## src/rtl/delay_ctrl_pkg.sv

```systemverilog
// Shared types and sizes for the delay controller and its delay line.
// Entries pair a valid bit with the sample so bubbles travel alongside data.
package delay_ctrl_pkg;

  localparam int DATA_W    = 4;
  localparam int MAX_DELAY = 7;
  localparam int CNT_W     = 3;

  typedef enum logic [1:0] {
    S_IDLE,
    S_FILL,
    S_RUN,
    S_DRAIN
  } state_t;

  typedef struct packed {
    logic              vld;
    logic [DATA_W-1:0] dat;
  } entry_t;

  // A requested delay of zero is treated as the shortest legal delay.
  function automatic logic [CNT_W-1:0] legal_delay(input logic [CNT_W-1:0] d);
    return (d == '0) ? CNT_W'(1) : d;
  endfunction

endpackage

```

## src/rtl/delay_ctrl_if.sv

```systemverilog
// Handshake, configuration and result signals of the delay controller.
// master drives stimulus and configuration; slave is the controller side.
interface delay_ctrl_if;
  import delay_ctrl_pkg::*;

  logic              cfg_we;
  logic [CNT_W-1:0]  cfg_delay;
  logic              start;
  logic              stop;
  logic              in_valid;
  logic [DATA_W-1:0] in;
  logic [DATA_W-1:0] out1;
  logic [DATA_W-1:0] out2;
  logic              out_valid;
  logic              busy;
  logic              done;

  modport master (
    output cfg_we, cfg_delay, start, stop, in_valid, in,
    input  out1, out2, out_valid, busy, done
  );

  modport slave (
    input  cfg_we, cfg_delay, start, stop, in_valid, in,
    output out1, out2, out_valid, busy, done
  );

endinterface

```

## src/rtl/delay_ctrl_line.sv

```systemverilog
// Seven-entry shift line of {valid, data}; tap output is combinational from the registers.
// Shifts only when enabled, flush clears every entry; no backpressure.
module delay_stage_line
  import delay_ctrl_pkg::*;
(
  input  logic             clk,
  input  logic             rst,
  input  logic             shift_en,
  input  logic             flush,
  input  entry_t           din,
  input  logic [CNT_W-1:0] tap,
  output entry_t           dout
);

  entry_t line [1:MAX_DELAY];

  always_ff @(posedge clk) begin
    if (rst || flush) begin
      for (int k = 1; k <= MAX_DELAY; k++) begin
        line[k] <= '0;
      end
    end else if (shift_en) begin
      line[1] <= din;
      for (int k = 2; k <= MAX_DELAY; k++) begin
        line[k] <= line[k-1];
      end
    end
  end

  always_comb begin
    dout = '0;
    for (int k = 1; k <= MAX_DELAY; k++) begin
      if (tap == CNT_W'(k)) begin
        dout = line[k];
      end
    end
  end

endmodule

```

## src/rtl/delay_ctrl.sv

```systemverilog
// Session FSM around a programmable delay line: out1 is the input delayed D cycles, out2 D+1.
// Single-cycle throughput, no backpressure; start/cfg only take effect when idle.
module delay_ctrl
  import delay_ctrl_pkg::*;
(
  input  logic         clk,
  input  logic         rst,
  delay_ctrl_if.slave  bus
);

  state_t           state, state_nxt;
  logic [CNT_W-1:0] cnt, cnt_nxt;
  logic [CNT_W-1:0] d_reg, d_nxt;
  logic             done_int;
  logic [DATA_W-1:0] out2_q;
  entry_t           din, tap_out;

  always_ff @(posedge clk) begin
    if (rst) begin
      state  <= S_IDLE;
      cnt    <= '0;
      d_reg  <= CNT_W'(1);
      out2_q <= '0;
    end else begin
      state  <= state_nxt;
      cnt    <= cnt_nxt;
      d_reg  <= d_nxt;
      out2_q <= tap_out.dat;
    end
  end

  always_comb begin
    state_nxt = state;
    cnt_nxt   = cnt;
    d_nxt     = d_reg;
    done_int  = 1'b0;
    unique case (state)
      S_IDLE: begin
        // cfg and start in the same cycle: the new delay governs this session.
        if (bus.cfg_we) d_nxt = legal_delay(bus.cfg_delay);
        if (bus.start) begin
          state_nxt = S_FILL;
          cnt_nxt   = '0;
        end
      end
      S_FILL: begin
        cnt_nxt = cnt + CNT_W'(1);
        if (bus.stop) begin
          state_nxt = S_DRAIN;
          cnt_nxt   = '0;
        end else if (cnt == d_reg - CNT_W'(1)) begin
          state_nxt = S_RUN;
        end
      end
      S_RUN: begin
        if (bus.stop) begin
          state_nxt = S_DRAIN;
          cnt_nxt   = '0;
        end
      end
      S_DRAIN: begin
        cnt_nxt = cnt + CNT_W'(1);
        if (cnt == d_reg - CNT_W'(1)) begin
          state_nxt = S_IDLE;
          done_int  = 1'b1;
        end
      end
      default: state_nxt = S_IDLE;
    endcase
  end

  // Invalid samples enter as all-zero bubbles so out1 reads 0 for them.
  assign din = (state != S_DRAIN && bus.in_valid) ? {1'b1, bus.in} : '0;

  // Flushing on DRAIN exit also clears entries beyond the tap.
  delay_stage_line u_line (
    .clk      (clk),
    .rst      (rst),
    .shift_en (state != S_IDLE),
    .flush    (done_int),
    .din      (din),
    .tap      (d_reg),
    .dout     (tap_out)
  );

  assign bus.out1      = tap_out.dat;
  assign bus.out_valid = tap_out.vld;
  assign bus.out2      = out2_q;
  assign bus.busy      = (state != S_IDLE);
  assign bus.done      = done_int;

endmodule

```

## src/flat_wrapper.sv

```systemverilog
// flat-port wrapper written by rule: the top's interface ports become plain ports
module delay_ctrl_flat import delay_ctrl_pkg::*;
  (clk, rst, bus_cfg_we, bus_cfg_delay, bus_start, bus_stop, bus_in_valid, bus_in, bus_out1, bus_out2, bus_out_valid, bus_busy, bus_done);
  delay_ctrl_if bus_i ();
  input  logic clk;
  input  logic rst;
  input wire logic [$bits(bus_i.cfg_we)-1:0] bus_cfg_we;
  input wire logic [$bits(bus_i.cfg_delay)-1:0] bus_cfg_delay;
  input wire logic [$bits(bus_i.start)-1:0] bus_start;
  input wire logic [$bits(bus_i.stop)-1:0] bus_stop;
  input wire logic [$bits(bus_i.in_valid)-1:0] bus_in_valid;
  input wire logic [$bits(bus_i.in)-1:0] bus_in;
  output wire logic [$bits(bus_i.out1)-1:0] bus_out1;
  output wire logic [$bits(bus_i.out2)-1:0] bus_out2;
  output wire logic [$bits(bus_i.out_valid)-1:0] bus_out_valid;
  output wire logic [$bits(bus_i.busy)-1:0] bus_busy;
  output wire logic [$bits(bus_i.done)-1:0] bus_done;
  assign bus_i.cfg_we = bus_cfg_we;
  assign bus_i.cfg_delay = bus_cfg_delay;
  assign bus_i.start = bus_start;
  assign bus_i.stop = bus_stop;
  assign bus_i.in_valid = bus_in_valid;
  assign bus_i.in = bus_in;
  assign bus_out1 = bus_i.out1;
  assign bus_out2 = bus_i.out2;
  assign bus_out_valid = bus_i.out_valid;
  assign bus_busy = bus_i.busy;
  assign bus_done = bus_i.done;
  delay_ctrl u_core (.clk(clk), .rst(rst), .bus(bus_i));
endmodule
```

## config.mk

```make
export PLATFORM = sky130hd
export DESIGN_NAME = delay_ctrl_flat
export DESIGN_NICKNAME = d
export VERILOG_FILES = /design/src/rtl/delay_ctrl_pkg.sv /design/src/rtl/delay_ctrl_if.sv /design/src/rtl/delay_ctrl_line.sv /design/src/rtl/delay_ctrl.sv /design/src/flat_wrapper.sv
export SDC_FILE = /design/constraint.sdc
export NUM_CORES = 1
export LEC_CHECK = 0
export BUFFER_PORTS_ARGS = -buffer_cell sky130_fd_sc_hd__buf_2
export CORE_MARGIN = 2
export CORE_UTILIZATION = 63
export CTS_CLUSTER_SIZE = 25
export DETAILED_ROUTE_END_ITERATION = 7
export MAX_ROUTING_LAYER = met4
export PLACE_DENSITY = 0.84
export SLEW_MARGIN = 20
export SYNTH_ARGS = -nofsm -noshare
export SYNTH_HDL_FRONTEND = slang
export SYNTH_SLANG_ARGS = --single-unit
```

## constraint.sdc

```tcl
create_clock -name clk -period 4.25 [get_ports clk]
set_input_delay 0.425 -clock clk [delete_from_list [all_inputs] [get_ports clk]]
set_output_delay 0.425 -clock clk [all_outputs]
set_load 0.02 [all_outputs]
```

## Yosys cells after proc, flatten, opt, wreduce, memory -nomap -nowiden

Memories as Yosys holds them, arrays and structs flattened.
Cells that the tools add are included.

| word-level totals | value |
|---|---|
| flip-flop bits (word level) | 12 |
| bits in read-only memories | 0 |
| logic and storage cells | 71 |
| input port bits | 13 |
| output and inout port bits | 11 |
| memories kept | 1 |
| latch bits | 0 |
| bits in writable memories | 35 |

| operators by class | value |
|---|---|
| $mul | 0 |
| mux-type cells | 33 |
| reductions and logical operators | 8 |
| bitwise logic cells | 7 |
| order comparisons | 0 |
| equality and inequality tests | 16 |
| $add $sub $neg | 2 |
| shifts and indexed selects | 0 |
| div/mod/pow operators | 0 |

Memory list:

| memory | words | width | read ports | clocked after Yosys merged registers in | write ports | RTL line | RTL |
|---|---|---|---|---|---|---|---|
| u_core.u_line.line | 7 | 5 | 7 | 0 | 7 | delay_ctrl_line.sv:15 | `entry_t line [1:MAX_DELAY];` |

Operators with widths:

| cell | count |
|---|---|
| $mux 5 | 15 |
| $eq 3x3->1 const B | 4 |
| $mux 3 | 4 |
| $pmux 3 s4 | 1 |
| $mux 2 | 5 |
| $pmux 2 s4 | 1 |
| $mux 1 | 7 |
| $or 1x1->1 | 7 |
| $eq 3x2->1 const B | 2 |
| $ne 2x2->1 const B | 3 |
| $eq 2x2->1 const B | 2 |
| $reduce_and 2->1 | 2 |
| $reduce_and 4->1 | 1 |
| $add 3x1->3 const B | 1 |
| $eq 3x1->1 const B | 1 |
| $eq 3x3->1 | 1 |
| $logic_not 3->1 | 1 |
| $ne 3x2->1 const B | 1 |
| $sub 3x1->3 const B | 1 |
| $eq 2x1->1 const B | 1 |
| $logic_not 2->1 | 1 |
| $ne 2x1->1 const B | 1 |
| $reduce_bool 2->1 | 1 |
| $logic_and 1x1->1 | 1 |
| $logic_or 1x1->1 | 1 |

## Depth between registers and ports, before layout

| depth | value |
|---|---|
| word-level depth | 8 |
| mapped depth | 8 |
| mapped depth without buffers | 6 |

## Hierarchy

Synthesis repeated with hierarchy kept, for this count alone.

| unflattened totals | value |
|---|---|
| cells, all modules | 186 |
| area total of the unflattened synthesis | 2314.7 sq um |

Modules (own cells, without submodules):

| module | cells an instance | times used | area an instance (sq um) |
|---|---|---|---|
| delay_stage_line | 116 | 1 | 1655.3 |
| delay_ctrl | 70 | 1 | 659.4 |

## Worst setup path before layout

No wires, ideal clock.

| timing path | value |
|---|---|
| path kind | register to register |
| start point | register u_core.d_reg[0] |
| end point | register u_core.u_line.line[0][10] (netlist name) |
| library setup time | 0.393 ns |
| clock period less this slack | 2.528 ns |
| cell stages (with the launch flop) | 6 |
| arrival | 2.135 ns |
| path slack | 1.722 ns |
| path through | dfxtp_1 > inv_1 > ha_1 > xnor2_1 > and4b_4 > or3_1 |

RTL lines:

| item | RTL line | RTL |
|---|---|---|
| start, declared | delay_ctrl.sv:13 | `logic [CNT_W-1:0] d_reg, d_nxt;` |
| start signal, assigned | delay_ctrl.sv:27 | `d_reg <= d_nxt;` |

## Worst setup path in the final report

| timing path | value |
|---|---|
| start point | register u_core.d_reg[0] |
| end point | output port bus_out_valid |

| between the ends | value |
|---|---|
| cells in the longest elaborated chain, start to end | 8 |

RTL lines:

| item | RTL line | RTL |
|---|---|---|
| $eq 3x1->1 | delay_ctrl_line.sv:33 | `if (tap == CNT_W'(k)) begin` |
| $mux 5 (6 in a row) | delay_ctrl_line.sv:33 |  |
| $mux 5 (*) | delay_ctrl_line.sv:33 |  |
| end, declared | flat_wrapper.sv:15 | `output wire logic [$bits(bus_i.out_valid)-1:0] bus_out_valid;` |

Every way passes the cells marked *; elsewhere a longest branch is shown, timed or not.

==> impl_metrics.env <==
export IMPL_drt_pre_antenna_iters=4
export IMPL_cts_sinks=47
export IMPL_gp_congestion=0.843
export IMPL_slew_headroom_pct=42.7
export IMPL_use_met2_pct=33.3
export IMPL_synth_edf_count=35
export IMPL_fmax_mhz=352
export IMPL_leakage_nw=1.11
export IMPL_nFillCells=273
export IMPL_ys_seq_area_share_pct=53.1
export IMPL_powerDensity_nw_per_um2=642
export IMPL_largest_reg_flops=35
export IMPL_wirelength_mm=4.29
export IMPL_vias_per_cell=5.75
export IMPL_ctsLongestPathBuffers=2
export IMPL_rows=22
export IMPL_synth_area_leaders="edfxtp_1 (43%), dfxtp_1 (9.9%), and2_1 (8.7%)"
export IMPL_grt_usage_pct=22.2
export IMPL_post_cts_buffers=0
export IMPL_die_width_um=66.2
export IMPL_final_antenna_net_count=0
export IMPL_ys_ff_latch=47
export IMPL_port_buffers=23
export IMPL_first_iter_violations=155
export IMPL_status="completed"
export IMPL_peakVddDrop_v=0.000320
export IMPL_placed_area_um2=2540
export IMPL_fin_tns_setup_ps=0
export IMPL_period_minus_slack_ps=2840
export IMPL_syn_to_final_growth_pct=9.20
export IMPL_antenna_found_initial=0
export IMPL_worstPathArrival_ps=2410
export IMPL_use_met3_pct=5.11
export IMPL_synth_top_area_cell="edfxtp_1"
export IMPL_grt_overflow=0
export IMPL_maxSlewViolCount=0
export IMPL_hold_class="in -> reg"
export IMPL_worstSetupPathType="reg -> out"
export IMPL_critPathMaxFanout=19
export IMPL_critPathLaunchType="flop"
export IMPL_async_flop_share_pct=0
export IMPL_yosysUniqueCellTypes=37
export IMPL_post_cts_resized=0
export IMPL_cts_root_buf="clkbuf_8"
export IMPL_htreeDepth=2
export IMPL_ys_warn_count=0
export IMPL_tightest_slew_ps=857
export IMPL_drive_gt1_share_pct=17.4
export IMPL_start_util_pct=66.0
export IMPL_drv_cap=0
export IMPL_grt_pass1_vias=1501
export IMPL_grt_max_degree=36
export IMPL_vias=1633
export IMPL_regMostFlops="u_core.u_line.line"
export IMPL_setup_viol=0
export IMPL_grt_pass1_wl_mm=7.08
export IMPL_drc_errors=0
export IMPL_fin_crit_sh_pct=66.8
export IMPL_cts_inserted_buffers=5
export IMPL_core_area_um2=3690
export IMPL_cts_tree="yes"
export IMPL_synth_ff_type="edfxtp_1"
export IMPL_dieHeight_um=66.2
export IMPL_busiest_layer="met2"
export IMPL_ioPinCount=24
export IMPL_clk_pin_slew_worst_paths_ps=90
export IMPL_num_nets_final=259
export IMPL_place_hpwl_mm=2.84
export IMPL_cp_required_ps=3830
export IMPL_dieArea_um2=4380
export IMPL_finalHoldViolCount=0
export IMPL_fin_area_um2=2660
export IMPL_cts_hold_buffers=0
export IMPL_avgSynthCellArea_um2=11.3
export IMPL_wire_per_inst_um=15.1
export IMPL_yosysTopAreaCellShare_pct=43.2
export IMPL_clock_latency_ps=300
export IMPL_synth_area_um2=2430
export IMPL_final_setup_skew_ps=6.33
export IMPL_syn_num_nets=240
export IMPL_syn_inst=216
export IMPL_rsz0062_at_grt="false"
export IMPL_grtUsageMet1_pct=31.3
export IMPL_end_kind="output pin"
export IMPL_antenna_cells=0
## critical path: stages, from the launching register on
cell and delay (ps):
dfxtp_1 440, ha_1 610, o21ai_0 180, mux2_2 280
mux4_2 440, buf_2 170
## stage by stage
step / utilization [%] / total power [W] / worst slack [ps] / hold WS, ps / std cells
after floorplan: - / 0.00124 / 1720 / 469 / 216
after global placement: 69.0 / 0.00137 / 1780 / 484 / 276
after detailed placement: 69.0 / 0.00139 / 1740 / 493 / 276
after CTS: 72.0 / 0.00171 / 1420 / 390 / 284
after global routing: 72.0 / 0.00181 / 1290 / 397 / 284
final: 72.0 / 0.00171 / 1410 / 394 / 284
## cells in the mapped netlist, types with 2 or more instances
master / instances
nor2b_1: 12
inv_1: 6
a22o_1: 4
buf_6: 3
nand3b_1: 4
edfxtp_1: 35
o221ai_1: 4
dfxtp_1: 12
mux2i_1: 2
nand3_1: 6
nand2_1: 15
nor2_1: 8
xnor2_1: 2
nor3_1: 3
o21ai_0: 6
or2_2: 2
a21oi_1: 15
nand2b_1: 3
ha_1: 11
and2_1: 34
xor2_1: 2
clkbuf_1: 8
a211o_1: 5
## power breakdown
| part | switching [W] | total (W) | internal, W |
|---|---|---|---|
| Clock | 0.000150 | 0.000325 | 0.000175 |
| Combinational | 0.000364 | 0.000605 | 0.000241 |
| Sequential | 0.0000868 | 0.000778 | 0.000691 |
## per-layer routing
layer	up-vias	wire length, um	share of wire, %
met1	788	2050	48
met4	0	29	0.68
met3	5	173	4.0
li1	805	-	-
met2	35	2040	47
met5	-	0	0
## final timing paths
kind	start	end	slack, ps	cells past startpoint
max reg2reg	u_core.d_reg[2]	u_core.u_line.line[0][36]	1690	4
max	u_core.d_reg[0]	bus_out_valid	1410	5
min	bus_in[1]	u_core.u_line.line[0][6]	390	2
min reg2reg	u_core.d_reg[1]	u_core.d_reg[1]	500	2
## cell type report
class | instances | area [um2] | area share, %
clock buffers | 5 | 68.8 | 2.59
clock inverters | 3 | 43.8 | 1.65
inverters | 6 | 22.5 | 0.847
multi-input cells | 151 | 1050 | 39.5
flip-flops and latches | 47 | 1290 | 48.6
well taps | 48 | 60.1 | 2.26
repair buffers | 24 | 123 | 4.61
## layout by cell type (no fill, tap or decap), drive strengths merged, types with 2 or more instances in the layout
cell    count
edfxtp     35
nand3b      4
dfxtp      12
xnor2       2
clkinv      2
a21oi      15
ha         11
nor2b      12
mux2i       2
a22o        4
nand3       6
xor2        2
nor2        8
buf        24
or2         2
inv         6
o21ai       6
a211o       5
clkbuf      5
nor3        4
o221ai      4
nand2b      3
nand2      15
and2       34
## logic make-up (layout without fill, tap and decap cells)
| group | Yosys count | in the layout | synth area share [%] |
|---|---|---|---|
| buf+inv | 18 | 38 | 3.86 |
| fa+ha+maj | 11 | 11 | 5.66 |
| simple gates | 93 | 93 | 22.2 |
| xor+xnor | 5 | 5 | 2.37 |
| flops | 47 | 47 | 53.1 |
| mux | 4 | 4 | 2.21 |
| compound gates | 38 | 38 | 10.6 |
Note: power is estimated with default switching activity, not from simulation.
